`config.mk`:
```
export PLATFORM = sky130hd
export DESIGN_NAME = rv32i_pipe_ctrl
export DESIGN_NICKNAME = d
export VERILOG_FILES = /design/src/rtl/rv32i_pipe_pkg.sv /design/src/rtl/rv32i_pipe_ctrl_fwd.sv /design/src/rtl/rv32i_pipe_ctrl.sv
export SDC_FILE = /design/constraint.sdc
export NUM_CORES = 1
export LEC_CHECK = 0
export CELL_PAD_IN_SITES_DETAIL_PLACEMENT = 0
export CELL_PAD_IN_SITES_GLOBAL_PLACEMENT = 1
export CORE_ASPECT_RATIO = 0.8
export CORE_UTILIZATION = 28
export CTS_CLUSTER_DIAMETER = 150
export DETAILED_ROUTE_END_ITERATION = 8
export GPL_TIMING_DRIVEN = 0
export HOLD_SLACK_MARGIN = 0.1
export PLACE_DENSITY = 0.91
export SYNTH_ARGS = -nofsm -noshare
export SYNTH_HDL_FRONTEND = slang
export SYNTH_HIERARCHICAL = 1
export SYNTH_SLANG_ARGS = --single-unit
```
`constraint.sdc`:
```
create_clock -name clk -period 11.6 [get_ports clk]
set_input_delay 2.32 -clock clk [delete_from_list [all_inputs] [get_ports clk]]
set_output_delay 2.32 -clock clk [all_outputs]
set_load 0.05 [all_outputs]
```
`src/rtl/rv32i_pipe_pkg.sv`:
```
// Shared decode constants, enums and instruction-classification helpers for
// the rv32i pipeline hazard/sequencing controller.
package rv32i_pipe_pkg;

  localparam int RV_XLEN = 32;

  localparam logic [6:0] OP_AR = 7'd0;
  localparam logic [6:0] OP_M  = 7'd1;
  localparam logic [6:0] OP_BR = 7'd2;
  localparam logic [6:0] OP_SH = 7'd3;

  localparam logic [2:0] F3_ADD = 3'd0;
  localparam logic [2:0] F3_SUB = 3'd1;
  localparam logic [2:0] F3_AND = 3'd2;
  localparam logic [2:0] F3_OR  = 3'd3;
  localparam logic [2:0] F3_XOR = 3'd4;
  localparam logic [2:0] F3_SLT = 3'd5;
  localparam logic [2:0] F3_MUL = 3'd6;
  localparam logic [2:0] F3_LW  = 3'd0;
  localparam logic [2:0] F3_SW  = 3'd1;
  localparam logic [2:0] F3_BEQ = 3'd0;
  localparam logic [2:0] F3_BNE = 3'd1;

  // funct7 value marking a register-register AR op (second source is rs2)
  localparam logic [6:0] F7_RR = 7'd1;

  typedef enum logic [1:0] {
    FWD_REG   = 2'd0,
    FWD_EXMEM = 2'd1,
    FWD_MEMWB = 2'd2
  } fwd_sel_t;

  typedef enum logic [1:0] {
    ST_RUN      = 2'd0,
    ST_MUL_WAIT = 2'd1,
    ST_FLUSH    = 2'd2
  } state_t;

  function automatic logic is_lw(input logic [RV_XLEN-1:0] ir);
    return (ir[6:0] == OP_M) && (ir[14:12] == F3_LW);
  endfunction

  function automatic logic writes_rd(input logic [RV_XLEN-1:0] ir);
    return ((ir[6:0] == OP_AR) || (ir[6:0] == OP_SH) || is_lw(ir)) && (ir[11:7] != 5'd0);
  endfunction

  function automatic logic reads_rs1(input logic [RV_XLEN-1:0] ir);
    return (ir[6:0] == OP_AR) || (ir[6:0] == OP_SH) || (ir[6:0] == OP_M);
  endfunction

  function automatic logic reads_rs2(input logic [RV_XLEN-1:0] ir);
    return ((ir[6:0] == OP_AR) && (ir[31:25] == F7_RR)) || (ir[6:0] == OP_SH);
  endfunction

  // SW carries its store-data register in the rd field
  function automatic logic store_src(input logic [RV_XLEN-1:0] ir);
    return (ir[6:0] == OP_M) && (ir[14:12] == F3_SW);
  endfunction

  function automatic logic is_mul(input logic [RV_XLEN-1:0] ir);
    return (ir[6:0] == OP_AR) && (ir[31:25] == F7_RR) && (ir[14:12] == F3_MUL);
  endfunction

endpackage

```
`src/rtl/rv32i_pipe_ctrl_fwd.sv`:
```
// Combinational forwarding-select logic for both EX operands.
// EX/MEM wins over MEM/WB; a load sitting in EX/MEM is never a forward source.
module rv32i_fwd_unit
  import rv32i_pipe_pkg::*;
(
  input  logic [RV_XLEN-1:0] ex_ir,
  input  logic               ex_valid,
  input  logic [RV_XLEN-1:0] mem_ir,
  input  logic               mem_valid,
  input  logic [RV_XLEN-1:0] wb_ir,
  input  logic               wb_valid,
  output fwd_sel_t           fwd_a,
  output fwd_sel_t           fwd_b
);

  logic       mem_src;
  logic       wb_src;
  logic       use_a;
  logic       use_b;
  logic [4:0] reg_a;
  logic [4:0] reg_b;

  function automatic fwd_sel_t pick(input logic use_r, input logic [4:0] r,
                                    input logic m_ok, input logic [4:0] m_rd,
                                    input logic w_ok, input logic [4:0] w_rd);
    if (!use_r || (r == 5'd0)) return FWD_REG;
    if (m_ok && (m_rd == r))   return FWD_EXMEM;
    if (w_ok && (w_rd == r))   return FWD_MEMWB;
    return FWD_REG;
  endfunction

  always_comb begin
    mem_src = mem_valid && writes_rd(mem_ir) && !is_lw(mem_ir);
    wb_src  = wb_valid && writes_rd(wb_ir);
    use_a   = ex_valid && reads_rs1(ex_ir);
    reg_a   = ex_ir[19:15];
    use_b   = ex_valid && (reads_rs2(ex_ir) || store_src(ex_ir));
    reg_b   = reads_rs2(ex_ir) ? ex_ir[24:20] : ex_ir[11:7];
    fwd_a   = pick(use_a, reg_a, mem_src, mem_ir[11:7], wb_src, wb_ir[11:7]);
    fwd_b   = pick(use_b, reg_b, mem_src, mem_ir[11:7], wb_src, wb_ir[11:7]);
  end

endmodule

```
`src/rtl/rv32i_pipe_ctrl.sv`:
```
// Hazard/sequencing controller for the 5-stage rv32i pipeline: stalls, flushes,
// multi-cycle MUL hold, operand forwarding selects and saturating event counters.
module rv32i_pipe_ctrl
  import rv32i_pipe_pkg::*;
#(
  parameter int XLEN      = 32,
  parameter int MUL_LAT   = 4,
  parameter int FLUSH_CYC = 3,
  parameter int CNT_W     = 16
) (
  input  logic             clk,
  input  logic             RN,
  input  logic [XLEN-1:0]  id_ir,
  input  logic             id_valid,
  input  logic [XLEN-1:0]  ex_ir,
  input  logic             ex_valid,
  input  logic [XLEN-1:0]  mem_ir,
  input  logic             mem_valid,
  input  logic [XLEN-1:0]  wb_ir,
  input  logic             wb_valid,
  input  logic             br_taken,
  output logic             pc_en,
  output logic             if_id_en,
  output logic             if_id_flush,
  output logic             id_ex_bubble,
  output logic             ex_hold,
  output logic [1:0]       fwd_a,
  output logic [1:0]       fwd_b,
  output logic [CNT_W-1:0] stall_cnt,
  output logic [CNT_W-1:0] flush_cnt,
  output state_t           dbg_state
);

  localparam int MAXC = (MUL_LAT > FLUSH_CYC) ? MUL_LAT : FLUSH_CYC;
  localparam int CW   = (MAXC > 1) ? $clog2(MAXC + 1) : 1;

  // Stage valid bits qualify every IR: an invalid slot is a bubble and is ignored.
  state_t        state, state_nx;
  logic [CW-1:0] cnt, cnt_nx;
  logic          pc_c, ifid_c, flush_c, bub_c, hold_c;
  logic          br_hit, mul_hit, lu_hit;
  logic [4:0]    ld_rd;
  fwd_sel_t      fwd_a_c, fwd_b_c;

  rv32i_fwd_unit u_fwd (
    .ex_ir     (ex_ir),
    .ex_valid  (ex_valid),
    .mem_ir    (mem_ir),
    .mem_valid (mem_valid),
    .wb_ir     (wb_ir),
    .wb_valid  (wb_valid),
    .fwd_a     (fwd_a_c),
    .fwd_b     (fwd_b_c)
  );

  always_comb begin
    ld_rd   = ex_ir[11:7];
    br_hit  = ex_valid && br_taken;
    mul_hit = ex_valid && is_mul(ex_ir) && (MUL_LAT > 1);
    lu_hit  = ex_valid && is_lw(ex_ir) && writes_rd(ex_ir) && id_valid &&
              ((reads_rs1(id_ir) && (id_ir[19:15] == ld_rd)) ||
               (reads_rs2(id_ir) && (id_ir[24:20] == ld_rd)) ||
               (store_src(id_ir) && (id_ir[11:7]  == ld_rd)));
  end

  always_comb begin
    state_nx = state;
    cnt_nx   = cnt;
    pc_c     = 1'b1;
    ifid_c   = 1'b1;
    flush_c  = 1'b0;
    bub_c    = 1'b0;
    hold_c   = 1'b0;
    case (state)
      ST_RUN: begin
        if (br_hit) begin
          flush_c = 1'b1;
          bub_c   = 1'b1;
          if (FLUSH_CYC > 1) begin
            cnt_nx   = CW'(FLUSH_CYC - 2);
            state_nx = ST_FLUSH;
          end
        end else if (mul_hit) begin
          hold_c   = 1'b1;
          pc_c     = 1'b0;
          ifid_c   = 1'b0;
          cnt_nx   = CW'(MUL_LAT - 2);
          state_nx = ST_MUL_WAIT;
        end else if (lu_hit) begin
          pc_c   = 1'b0;
          ifid_c = 1'b0;
          bub_c  = 1'b1;
        end
      end
      ST_MUL_WAIT: begin
        hold_c = 1'b1;
        pc_c   = 1'b0;
        ifid_c = 1'b0;
        if (cnt == '0) state_nx = ST_RUN;
        else           cnt_nx   = cnt - 1'b1;
      end
      ST_FLUSH: begin
        flush_c = 1'b1;
        bub_c   = 1'b1;
        if (cnt == '0) state_nx = ST_RUN;
        else           cnt_nx   = cnt - 1'b1;
      end
      default: state_nx = ST_RUN;
    endcase
  end

  // Reset overrides every control so the pipe fills with bubbles while RN is high
  always_comb begin
    pc_en        = RN ? 1'b0 : pc_c;
    if_id_en     = RN ? 1'b0 : ifid_c;
    if_id_flush  = RN ? 1'b1 : flush_c;
    id_ex_bubble = RN ? 1'b1 : bub_c;
    ex_hold      = RN ? 1'b0 : hold_c;
    fwd_a        = RN ? 2'd0 : fwd_a_c;
    fwd_b        = RN ? 2'd0 : fwd_b_c;
    dbg_state    = state;
  end

  always_ff @(posedge clk) begin
    if (RN) begin
      state     <= ST_RUN;
      cnt       <= '0;
      stall_cnt <= '0;
      flush_cnt <= '0;
    end else begin
      state <= state_nx;
      cnt   <= cnt_nx;
      if (!pc_c && (stall_cnt != '1))   stall_cnt <= stall_cnt + 1'b1;
      if (flush_c && (flush_cnt != '1)) flush_cnt <= flush_cnt + 1'b1;
    end
  end

endmodule

```
==> results.txt <==
After synthesis, the most frequently instantiated cells are sky130_fd_sc_hd__nor2_1, sky130_fd_sc_hd__dfxtp_1, sky130_fd_sc_hd__xnor2_1. For this design, the slowest cell found on the critical path is sky130_fd_sc_hd__clkdlybuf4s50_1. The maximum count of clock buffers along a single path is 2.

The pin count of the biggest net entering global routing came out at 14. The worst pin sits at a relative slew slack of 44.8%. After floorplanning, the core was sized to cover 10200 um2. The count of filler cells inserted in the layout came out at 1027.

The detailed placement HPWL is 8160 um. The global-route wire length before repair is 15200 um. The routed wire length came out at 9620 um. The number of synthesized flops with an enable pin is 0. The global-route usage over all layers came out at 17.6%. The count of cells resized by post-cts repair came out at 0. The capture endpoint of the worst hold path is cnt[1].

The startpoint identified for the worst hold timing path is cnt[1]. Data arrives at the worst endpoint at 6.26 ns. The setup TNS after final layout is 0 ns. Hold timing on the final database bottoms out at a slack of 0.453 ns. The endpoint identified for the worst register-to-register timing path is flush_cnt[10].

The period utilization is 74.0%. The floorplan has 33 rows. The hold buffer count at CTS came out at 0. The main flop type after synthesis is sky130_fd_sc_hd__dfxtp_1.

Each instance of the synthesized netlist takes up on average 7.99 um2. Yosys attributes the largest share of cell area to sky130_fd_sc_hd__dfxtp_1, sky130_fd_sc_hd__xnor2_1, sky130_fd_sc_hd__nor2_1. The number of max-slew violations in the final report came out at 0. For this design, the sink count on the clock tree is 37. For this block, the via count after detailed routing is 3270.

The cell area power density came out at 80.3 nW/um2. IR analysis of the VDD net gives a maximum drop of 0.0512 mV. Synthesis instantiated 63 different standard cells from the library. After clock tree synthesis, the clock-pin slew on the worst setup and hold paths is 0.06 ns. The violation count after the first detailed-route iteration came out at 172. Of the synthesized area, sequential elements account for 25.1%.

The buffers inserted during post-CTS setup optimization came out at 0. In this run the horizontal extent of the chip is 117 um. The full die area came out at 10900 um2. The clock latency on the worst-skew pair came out at 0.28 ns. The post-detailed-route count of antenna-violating nets is 0. Cells with a size suffix above 1 make up 5.61% of the layout. The number of buffers added on ports is 140. For this run the aggregate overflow at the end of global routing stands at 0.

The leakage power of the design is 1.55 nW. The total setup violations reported at the end of the flow came out at 0. The tree is rooted in a sky130_fd_sc_hd__clkbuf_16. The number of instances on the worst hold path came out at 2. The maximum clock skew at final layout came out at 0.00392 ns. The number of warnings issued by yosys came out at 6. In this run the number of H-tree levels came out at 2. Together, buffers and inverters on the worst path number 2.

In the post-route analysis, the smallest setup slack over all paths is 3.02 ns. The area growth from synthesis to layout is 59.3%. The worst path required time is 9.28 ns. The number of nets in the layout came out at 658. The wire length per cell is 14.6 um.

The flow ran to the end, and the final reports show no timing, DRC or antenna violations. The cell seen most often among critical-path stages is sky130_fd_sc_hd__clkdlybuf4s50_1. In this run the worst hold path is classified as flip-flop to flip-flop. The clock buffer count from CTS is 5. Among all cell types in the netlist, the one instantiated most often is sky130_fd_sc_hd__nor2_1. STA classifies the critical path endpoint as an output pin. The worst stage delay on the critical path is 0.82 ns.

The minimum clock period came out at 8.58 ns. The largest driver fanout on the critical path came out at 6. The worst register-to-register path begins at dbg_state[0]. The die is 93.8 um tall. The post-detailed-route via-to-cell ratio is 4.98. The family of cells with the greatest summed delay on the critical path is simple AND/OR/NAND/NOR gates.

The number of cells produced by synthesis is 369. The area fraction of the dominant cell type after synthesis is 25.1%. TritonCTS built the clock tree. The cell accounting for the most synthesized area is sky130_fd_sc_hd__dfxtp_1. The diode insertion count for antenna repair is 0.

For this run, the detailed router's first-pass iteration total came to 4. The synthesis-stage register bit count came out at 37. The worst setup slack for register-to-register paths came out at 9.11 ns. The pin slew with the least headroom to its limit came out at 0.827 ns.

The number of maximum-capacitance violations came out at 0. Derived from the worst setup path, the maximum achievable clock frequency is 0.117 GHz. STA classifies the critical path startpoint as a primary input. At the placement stage, the worst setup path has a slack of 3.02 ns. The number of global-route vias before repair came out at 3130. The summed instance area of the synthesized netlist is 2950 um2. For this configuration, the core starts out at a cell density of 28.8%. The number of antenna violations at the first check in global routing is 0. The post-synth net total came out at 511.

After synthesis, the share of flip-flops with an asynchronous set or reset is 0%. The final hold violation count is 0. The critical path in this run is classified as primary input to output pin.

The critical path goes through clkdlybuf4s50_1 -> or4b_1 -> or4_4 -> nand2_1 -> mux2i_1 -> xnor2_1 -> or4_1 -> nor3b_2 -> nor2b_1 -> clkdlybuf4s50_1. The worst reg-to-reg path cell count came out at 9. In the routed design, unresolved DRC markers number 0. The global placement routability congestion came out at 0.897. Setup repair after global routing left no endpoint under its margin.

The number of ports placed on the die boundary came out at 178.
==> sequential cells by signal (all words and copies together) (netlist names) <==
signal and cells:
cnt 3, dbg_state 2, flush_cnt 16, stall_cnt 16
==> layout by cell type (no fill, tap or decap), types with 3 or more instances in the layout <==
| master | synthesis | routed |
|---|---|---|
| sky130_fd_sc_hd__clkdlybuf4s50_1 | 0 | 140 |
| sky130_fd_sc_hd__nor2_1 | 42 | 42 |
| sky130_fd_sc_hd__dfxtp_1 | 37 | 37 |
| sky130_fd_sc_hd__xnor2_1 | 31 | 31 |
| sky130_fd_sc_hd__nand2_1 | 23 | 23 |
| sky130_fd_sc_hd__nand3_1 | 22 | 22 |
| sky130_fd_sc_hd__a21oi_1 | 18 | 18 |
| sky130_fd_sc_hd__xor2_1 | 17 | 17 |
| sky130_fd_sc_hd__inv_1 | 14 | 14 |
| sky130_fd_sc_hd__nor2b_1 | 14 | 14 |
| sky130_fd_sc_hd__nand4_1 | 13 | 13 |
| sky130_fd_sc_hd__nor3_1 | 13 | 13 |
| sky130_fd_sc_hd__mux2_1 | 8 | 8 |
| sky130_fd_sc_hd__or3_1 | 8 | 8 |
| sky130_fd_sc_hd__nor4_1 | 7 | 7 |
| sky130_fd_sc_hd__or4_1 | 7 | 7 |
| sky130_fd_sc_hd__ha_1 | 7 | 7 |
| sky130_fd_sc_hd__o21ai_0 | 6 | 6 |
| sky130_fd_sc_hd__clkbuf_1 | 5 | 5 |
| sky130_fd_sc_hd__mux2i_1 | 5 | 5 |
| sky130_fd_sc_hd__clkbuf_16 | 0 | 5 |
| sky130_fd_sc_hd__nor3b_1 | 4 | 4 |
| sky130_fd_sc_hd__and3_1 | 4 | 4 |
| sky130_fd_sc_hd__nor4bb_1 | 3 | 3 |
| sky130_fd_sc_hd__nor4b_1 | 3 | 3 |
| sky130_fd_sc_hd__nor3_2 | 3 | 3 |
| sky130_fd_sc_hd__and2_1 | 3 | 3 |
| sky130_fd_sc_hd__nand2b_1 | 3 | 3 |
| sky130_fd_sc_hd__a211o_1 | 3 | 3 |
==> where the power goes <==
| group | switching (mW) | internal, mW |
|---|---|---|
| Combinational | 0.0401 | 0.0496 |
| Sequential | 0.00181 | 0.129 |
| Clock | 0.0548 | 0.102 |
==> area by class of cell <==
| cell class | instances | area (um2) | share of cell area (%) |
|---|---|---|---|
| clock buffer | 5 | 125 | 2.66 |
| tap | 140 | 175 | 3.73 |
| buffer | 7 | 30.0 | 0.639 |
| sequential | 37 | 741 | 15.8 |
| multi-input combinational | 311 | 2130 | 45.3 |
| inverter | 14 | 52.6 | 1.12 |
| timing repair buffer | 140 | 1400 | 29.8 |
| clock inverter | 3 | 46.3 | 0.986 |
==> worst min-delay path, cell delays in order (launching register included) <==
cell                      delay, ns
sky130_fd_sc_hd__dfxtp_1       0.31
sky130_fd_sc_hd__nand2_1       0.05
sky130_fd_sc_hd__a21oi_1       0.05
==> layer usage <==
metal	routed length (um)	vias to the layer above	part of all wire, %	track usage, %
met2	4660	84	48	31.0
met4	131	0	1.4	3.69
met3	456	11	4.7	3.23
met1	4370	1523	45	22.2
li1	-	1652	-	-
met5	0	-	0	0
==> how the worst max path moves through the flow <==
stage               startpoint        to  slack (ns)  cells after the start
floorplan            ex_ir[27]  fwd_b[1]        3.90                      8
global placement      ex_ir[1]  fwd_b[1]        3.03                     10
detailed placement    ex_ir[1]  fwd_b[1]        3.02                     10
CTS                   ex_ir[1]  fwd_b[1]        3.01                     10
global route          ex_ir[1]  fwd_b[1]        2.86                     10
finish                ex_ir[1]  fwd_b[1]        3.02                     10
==> per-stage QoR <==
step / power, mW / util, % / instance area (um2) / instances
floorplan: 0.172 / - / 2950 / 369
CTS: 0.380 / 45.9 / 4700 / 657
finish: 0.377 / 45.9 / 4700 / 657
detailed placement: 0.224 / 44.2 / 4530 / 649
global route: 0.393 / 45.9 / 4700 / 657
global placement: 0.221 / 44.2 / 4530 / 649
==> logic make-up after synthesis <==
logic type / after synthesis / share of synthesized area (%)
AO/OA/AOI/OAI: 56 / 13.8
XOR/XNOR: 48 / 14.3
adder cells (fa/ha/maj): 7 / 2.97
buffers and inverters: 21 / 2.80
flip-flops: 37 / 25.1
multiplexers: 13 / 4.75
AND/OR/NAND/NOR: 187 / 36.3
No activity file was read; power rests on OpenSTA's default activity.
==> RTL change 1 (config.mk and constraints unchanged) <==
Change the parameter `FLUSH_CYC` from 3 to 2.
--- a/src/rtl/rv32i_pipe_ctrl.sv
+++ b/src/rtl/rv32i_pipe_ctrl.sv
@@ -7,3 +7,3 @@
   parameter int MUL_LAT   = 4,
-  parameter int FLUSH_CYC = 3,
+  parameter int FLUSH_CYC = 2,
   parameter int CNT_W     = 16
Formal check against the unedited RTL: not equivalent (Yosys sat finds a counterexample within 4 cycles, from zero or initial values).
==> RTL change 1 against the unedited design <==
Die area shrank 2.7%. Total power shrank 8.7%. Sequential cell count is the same. Hold slack gained 0.010 ns. First-iteration DRC count shrank 31%. Register-to-register slack gained 0.02 ns. Synthesized cell count shrank 2.4%. Final area shrank 3.0%. Routed wire length shrank 4.2%. Setup slack lost 0.14 ns. Synthesized area shrank 2.8%. Largest cell class unchanged.
==> RTL change 1: results (changes against the unedited design) <==
stage,metric,value,unit,change
clock_tree,path_clk_slew,0.05,ns,
clock_tree,cts_max_level,2,,unchanged
logic_synthesis,synth_cell_type_count,61,,was 63
drt,dr_wl_met2,4.255,mm,was 4.662 mm
global_routing,grtUsageMet3,0.03207,,was 0.03226
global_routing,grt_use_met1,0.2160,,was 0.2220
clock_tree,clock-root-buffer,clkbuf_16,,unchanged
drt,met3_length,532,um,was 456 um
timing,relSlewSlack,0.5692,,was 0.4476
critical_path,worstPathArrival,6.40,ns,was 6.26 ns
finish,fin_nets,648,,was 658
place,dpl.hpwl,7.666,mm,was 8.156 mm
critical_path,regToRegSetupSlack,9.13,ns,was 9.11 ns
clock_tree,cts_setup_buffers,0,,unchanged
outcome,status,"complete, no violations",,unchanged
finish,drive_gt1_frac,0.04950,,was 0.05609
drt,top_layer,met4,,unchanged
clock_tree,cts_buffers,5,,unchanged
critical_path,slowest_delay,0.82,ns,about the same
global_routing,grt_max_degree,11,,was 14
clock_tree,clock_path_buffers,2,,unchanged
logic_synthesis,synth.avg_cell_area,7.962,um2,was 7.992 um2
place,place_area,4428,um2,was 4526 um2
global_routing,grt_use_met2,0.2947,,was 0.3097
logic_synthesis,synth-seq-area-share,0.2584,,was 0.2512
logic_synthesis,synthTopCellsByArea,"dfxtp_1, xnor2_1, nor2_1",,unchanged
drt,routed_wl,9.214,mm,was 9.622 mm
global_routing,grt_pass1_wl,14.31,mm,was 15.16 mm
clock_tree,clk_latency,0.28,ns,about the same
drt,first_pass_iters,6,,was 4
drt,drtIter0Drc,118,,was 172
min_path,hold_depth,2,,unchanged
place,io_buffers,139,,was 140
critical_path,crit_family,simple AND/OR/NAND/NOR gates,,unchanged
min_path,hp-start,cnt[1],,unchanged
power_and_ir_drop,ir_drop,0.05289,mV,was 0.05116 mV
drt,via_per_inst,4.885,,was 4.977
finish,diodes,0,,unchanged
global_routing,antenna_found_initial,0,,unchanged
place,gp_congestion,0.8300,,was 0.8965
clock_tree,cts_resized,0,,unchanged
global_routing,grt_use_total,0.1716,,was 0.1759
drt,route.vias.total,3131,,was 3270
logic_synthesis,async_flop_share,0,,unchanged
global_routing,first_global_vias,2986,,was 3130
power_and_ir_drop,power.leakage,1.541,nW,was 1.545 nW
logic_synthesis,synth.top_cells.by_count,"nor2_1, dfxtp_1, xnor2_1",,unchanged
timing,fin_skew,0.004043,ns,was 0.003919 ns
min_path,min_to,cnt[1],,unchanged
logic_synthesis,synth_fp_nets,502,,was 511
drt,wl_met1,4.257,mm,was 4.370 mm
place,placed_cells,635,,was 649
critical_path,r2r_start,dbg_state[0],,unchanged
critical_path,reg2reg_depth,8,,was 9
logic_synthesis,yosysWarnings,6,,unchanged
min_path,hp-class,reg -> reg,,unchanged
critical_path,reg2reg_to,stall_cnt[7],,was flush_cnt[10]
critical_path,crit_fanout,6,,unchanged
-- RTL change 1: how the worst max path moves through the flow --
stage                   start        to  slack (ns)  cells past startpoint
floorplan           ex_ir[27]  fwd_b[1]        3.90                      8
global placement     ex_ir[1]  fwd_b[1]        2.93                     10
detailed placement   ex_ir[1]  fwd_b[1]        2.89                     10
CTS                  ex_ir[1]  fwd_b[1]        2.90                     10
global route         ex_ir[1]  fwd_b[1]        2.77                     10
finish               ex_ir[1]  fwd_b[1]        2.88                     10
-- RTL change 1: through the flow --
stage,setup slack [ns],hold slack (ns)
final,2.877,0.4632
after global routing,2.775,0.4937
after CTS,2.897,0.4632
after detailed placement,2.887,0.4562
after global placement,2.929,0.4392
after floorplan,3.904,0.4319
-- RTL change 1: area by class of cell --
type                    instances  area [um2]
fillers                       976        5251
plain buffers                   7       37.54
clock buffers                   5       125.1
inverters                      14       52.55
flip-flops and latches         37       740.7
clock inverters                 1       5.005
multi-input cells             302        2036
repair buffers                139        1391
well taps                     136       170.2
-- RTL change 1: cell families after synthesis --
logic type               count (synthesis)  share of synthesized area
AO/OA/AOI/OAI                           52                     0.1279
multiplexers                             7                    0.02575
buffers and inverters                   21                    0.03143
adder cells (fa/ha/maj)                  7                    0.03055
flip-flops                              37                     0.2584
XOR/XNOR                                51                     0.1558
AND/OR/NAND/NOR                        185                     0.3701
-- RTL change 1: tightest hold or removal path, stage by stage, from the launching register on --
cell,delay (ns)
dfxtp_1,0.30
nand2_1,0.06
a21oi_1,0.05
-- RTL change 1: power by group --
part | switching (mW) | internal [mW] | total [mW] | leakage (nW)
Sequential | 0.00159 | 0.129 | 0.131 | 0.299
Combinational | 0.0393 | 0.0487 | 0.0880 | 1.18
Clock | 0.0490 | 0.0767 | 0.126 | 0.0655
==> RTL change 2 (config.mk and constraints unchanged) <==
Made on the original files. Put a register stage on the output `dbg_state`, without a reset. The value now appears one clock later. The other outputs are not delayed to match.
--- a/src/rtl/rv32i_pipe_ctrl.sv
+++ b/src/rtl/rv32i_pipe_ctrl.sv
@@ -35,2 +35,4 @@
   localparam int CW   = (MAXC > 1) ? $clog2(MAXC + 1) : 1;
+
+  state_t dbg_state_d;
 
@@ -120,3 +122,3 @@
     fwd_b        = RN ? 2'd0 : fwd_b_c;
-    dbg_state    = state;
+    dbg_state_d  = state;
   end
@@ -137,2 +139,6 @@
 
+  always_ff @(posedge clk) begin
+    dbg_state <= dbg_state_d;
+  end
+
 endmodule
Formal check against the unedited RTL: not equivalent (Yosys sat finds a counterexample within 4 cycles, from zero or initial values).
==> RTL change 2 against the unedited design <==
Clock power down 17%. Critical path type unchanged. Total power down 4.9%. Critical endpoint unchanged. Setup slack worse by 0.14 ns. Final area down 1.6%. Routed wire length up 1.0%. Die area down 1.3%. Sequential cell count up 2. Synthesized area down 1.3%.
==> RTL change 2: results (changes against the unedited design) <==
stage,metric,value,unit,change
place,place_area,4483,um2,was 4526 um2
power_and_ir_drop,ir_drop,0.04649,mV,was 0.05116 mV
drt,met3_length,645,um,was 456 um
critical_path,reg2reg_depth,10,,was 9
place,gp_congestion,0.8665,,was 0.8965
logic_synthesis,synth-seq-area-share,0.2682,,was 0.2512
finish,num-fill-cells,1011,,was 1027
timing,fin_skew,0.006158,ns,was 0.003919 ns
global_routing,grt_pass1_wl,15.44,mm,was 15.16 mm
drt,routed_wl,9.723,mm,was 9.622 mm
critical_path,crit_fanout,7,,was 6
logic_synthesis,synth.avg_cell_area,7.743,um2,was 7.992 um2
global_routing,grt_use_met1,0.2375,,was 0.2220
timing,relSlewSlack,0.4629,,was 0.4476
finish,fin_nets,665,,was 658
global_routing,grt_use_total,0.1836,,was 0.1759
global_routing,grtUsageMet3,0.03111,,was 0.03226
drt,dr_wl_met2,4.644,mm,was 4.662 mm
finish,finalNonFillerCells,660,,was 657
critical_path,reg2reg_to,stall_cnt[11],,was flush_cnt[10]
drt,drtIter0Drc,145,,was 172
min_path,hold_depth,0,,was 2
global_routing,grt_use_met2,0.3189,,was 0.3097
min_path,hp-start,dbg_state_d[1],,was cnt[1]
logic_synthesis,synth_cell_type_count,53,,was 63
outcome,status,"complete, no violations",,unchanged
place,dpl_worst_slack,2.889,ns,was 3.020 ns
drt,route.vias.total,3247,,was 3270
logic_synthesis,synth_fp_nets,518,,was 511
logic_synthesis,synth.top_cells.by_count,"nor2_1, xnor2_1, dfxtp_1",,"was nor2_1, dfxtp_1, xnor2_1"
-- RTL change 2: changes by cell type after synthesis, sizes merged, moves of 4 or more --
cell	change
nor2b	-5
xnor2	+9
nor3	+6
nor2	+5
mux2	-5
a21oi	-4
or3	+4
-- RTL change 2: worst max-delay path by stage --
stage                         start        to  slack [ns]  cells past startpoint
after CTS                  ex_ir[1]  fwd_b[1]        2.89                     10
final                      ex_ir[1]  fwd_b[1]        2.88                     10
after floorplan           ex_ir[27]  fwd_b[1]        3.90                      8
after global placement     ex_ir[1]  fwd_b[1]        2.91                     10
after detailed placement   ex_ir[1]  fwd_b[1]        2.89                     10
after global routing       ex_ir[1]  fwd_b[1]        2.75                     10
-- RTL change 2: area by class of cell --
| type | count | area share |
|---|---|---|
| buffer | 10 | 0.01246 |
| clock buffer | 7 | 0.02870 |
| clock inverter | 1 | 0.001083 |
| inverter | 17 | 0.01381 |
| multi-input combinational | 310 | 0.4349 |
| sequential | 39 | 0.1690 |
| tap | 136 | 0.03683 |
| timing repair buffer | 140 | 0.3033 |
-- RTL change 2: power breakdown --
part           internal (mW)  switching (mW)  leakage, nW
Combinational         0.0496          0.0403         1.11
Sequential             0.136         0.00218        0.315
Clock                 0.0794          0.0510       0.0679
-- RTL change 2: logic make-up (layout without fill, tap and decap cells) --
group / after synthesis / count (layout) / synth area share
AOI/OAI and AO/OA: 46 / 46 / 0.1044
xor gates and xnor gates: 54 / 54 / 0.1624
adders and majority gates: 7 / 7 / 0.03008
buffers and inverters: 27 / 175 / 0.04168
DFF: 39 / 39 / 0.2682
muxes: 8 / 8 / 0.02879
and+or+nand+nor: 195 / 195 / 0.3644
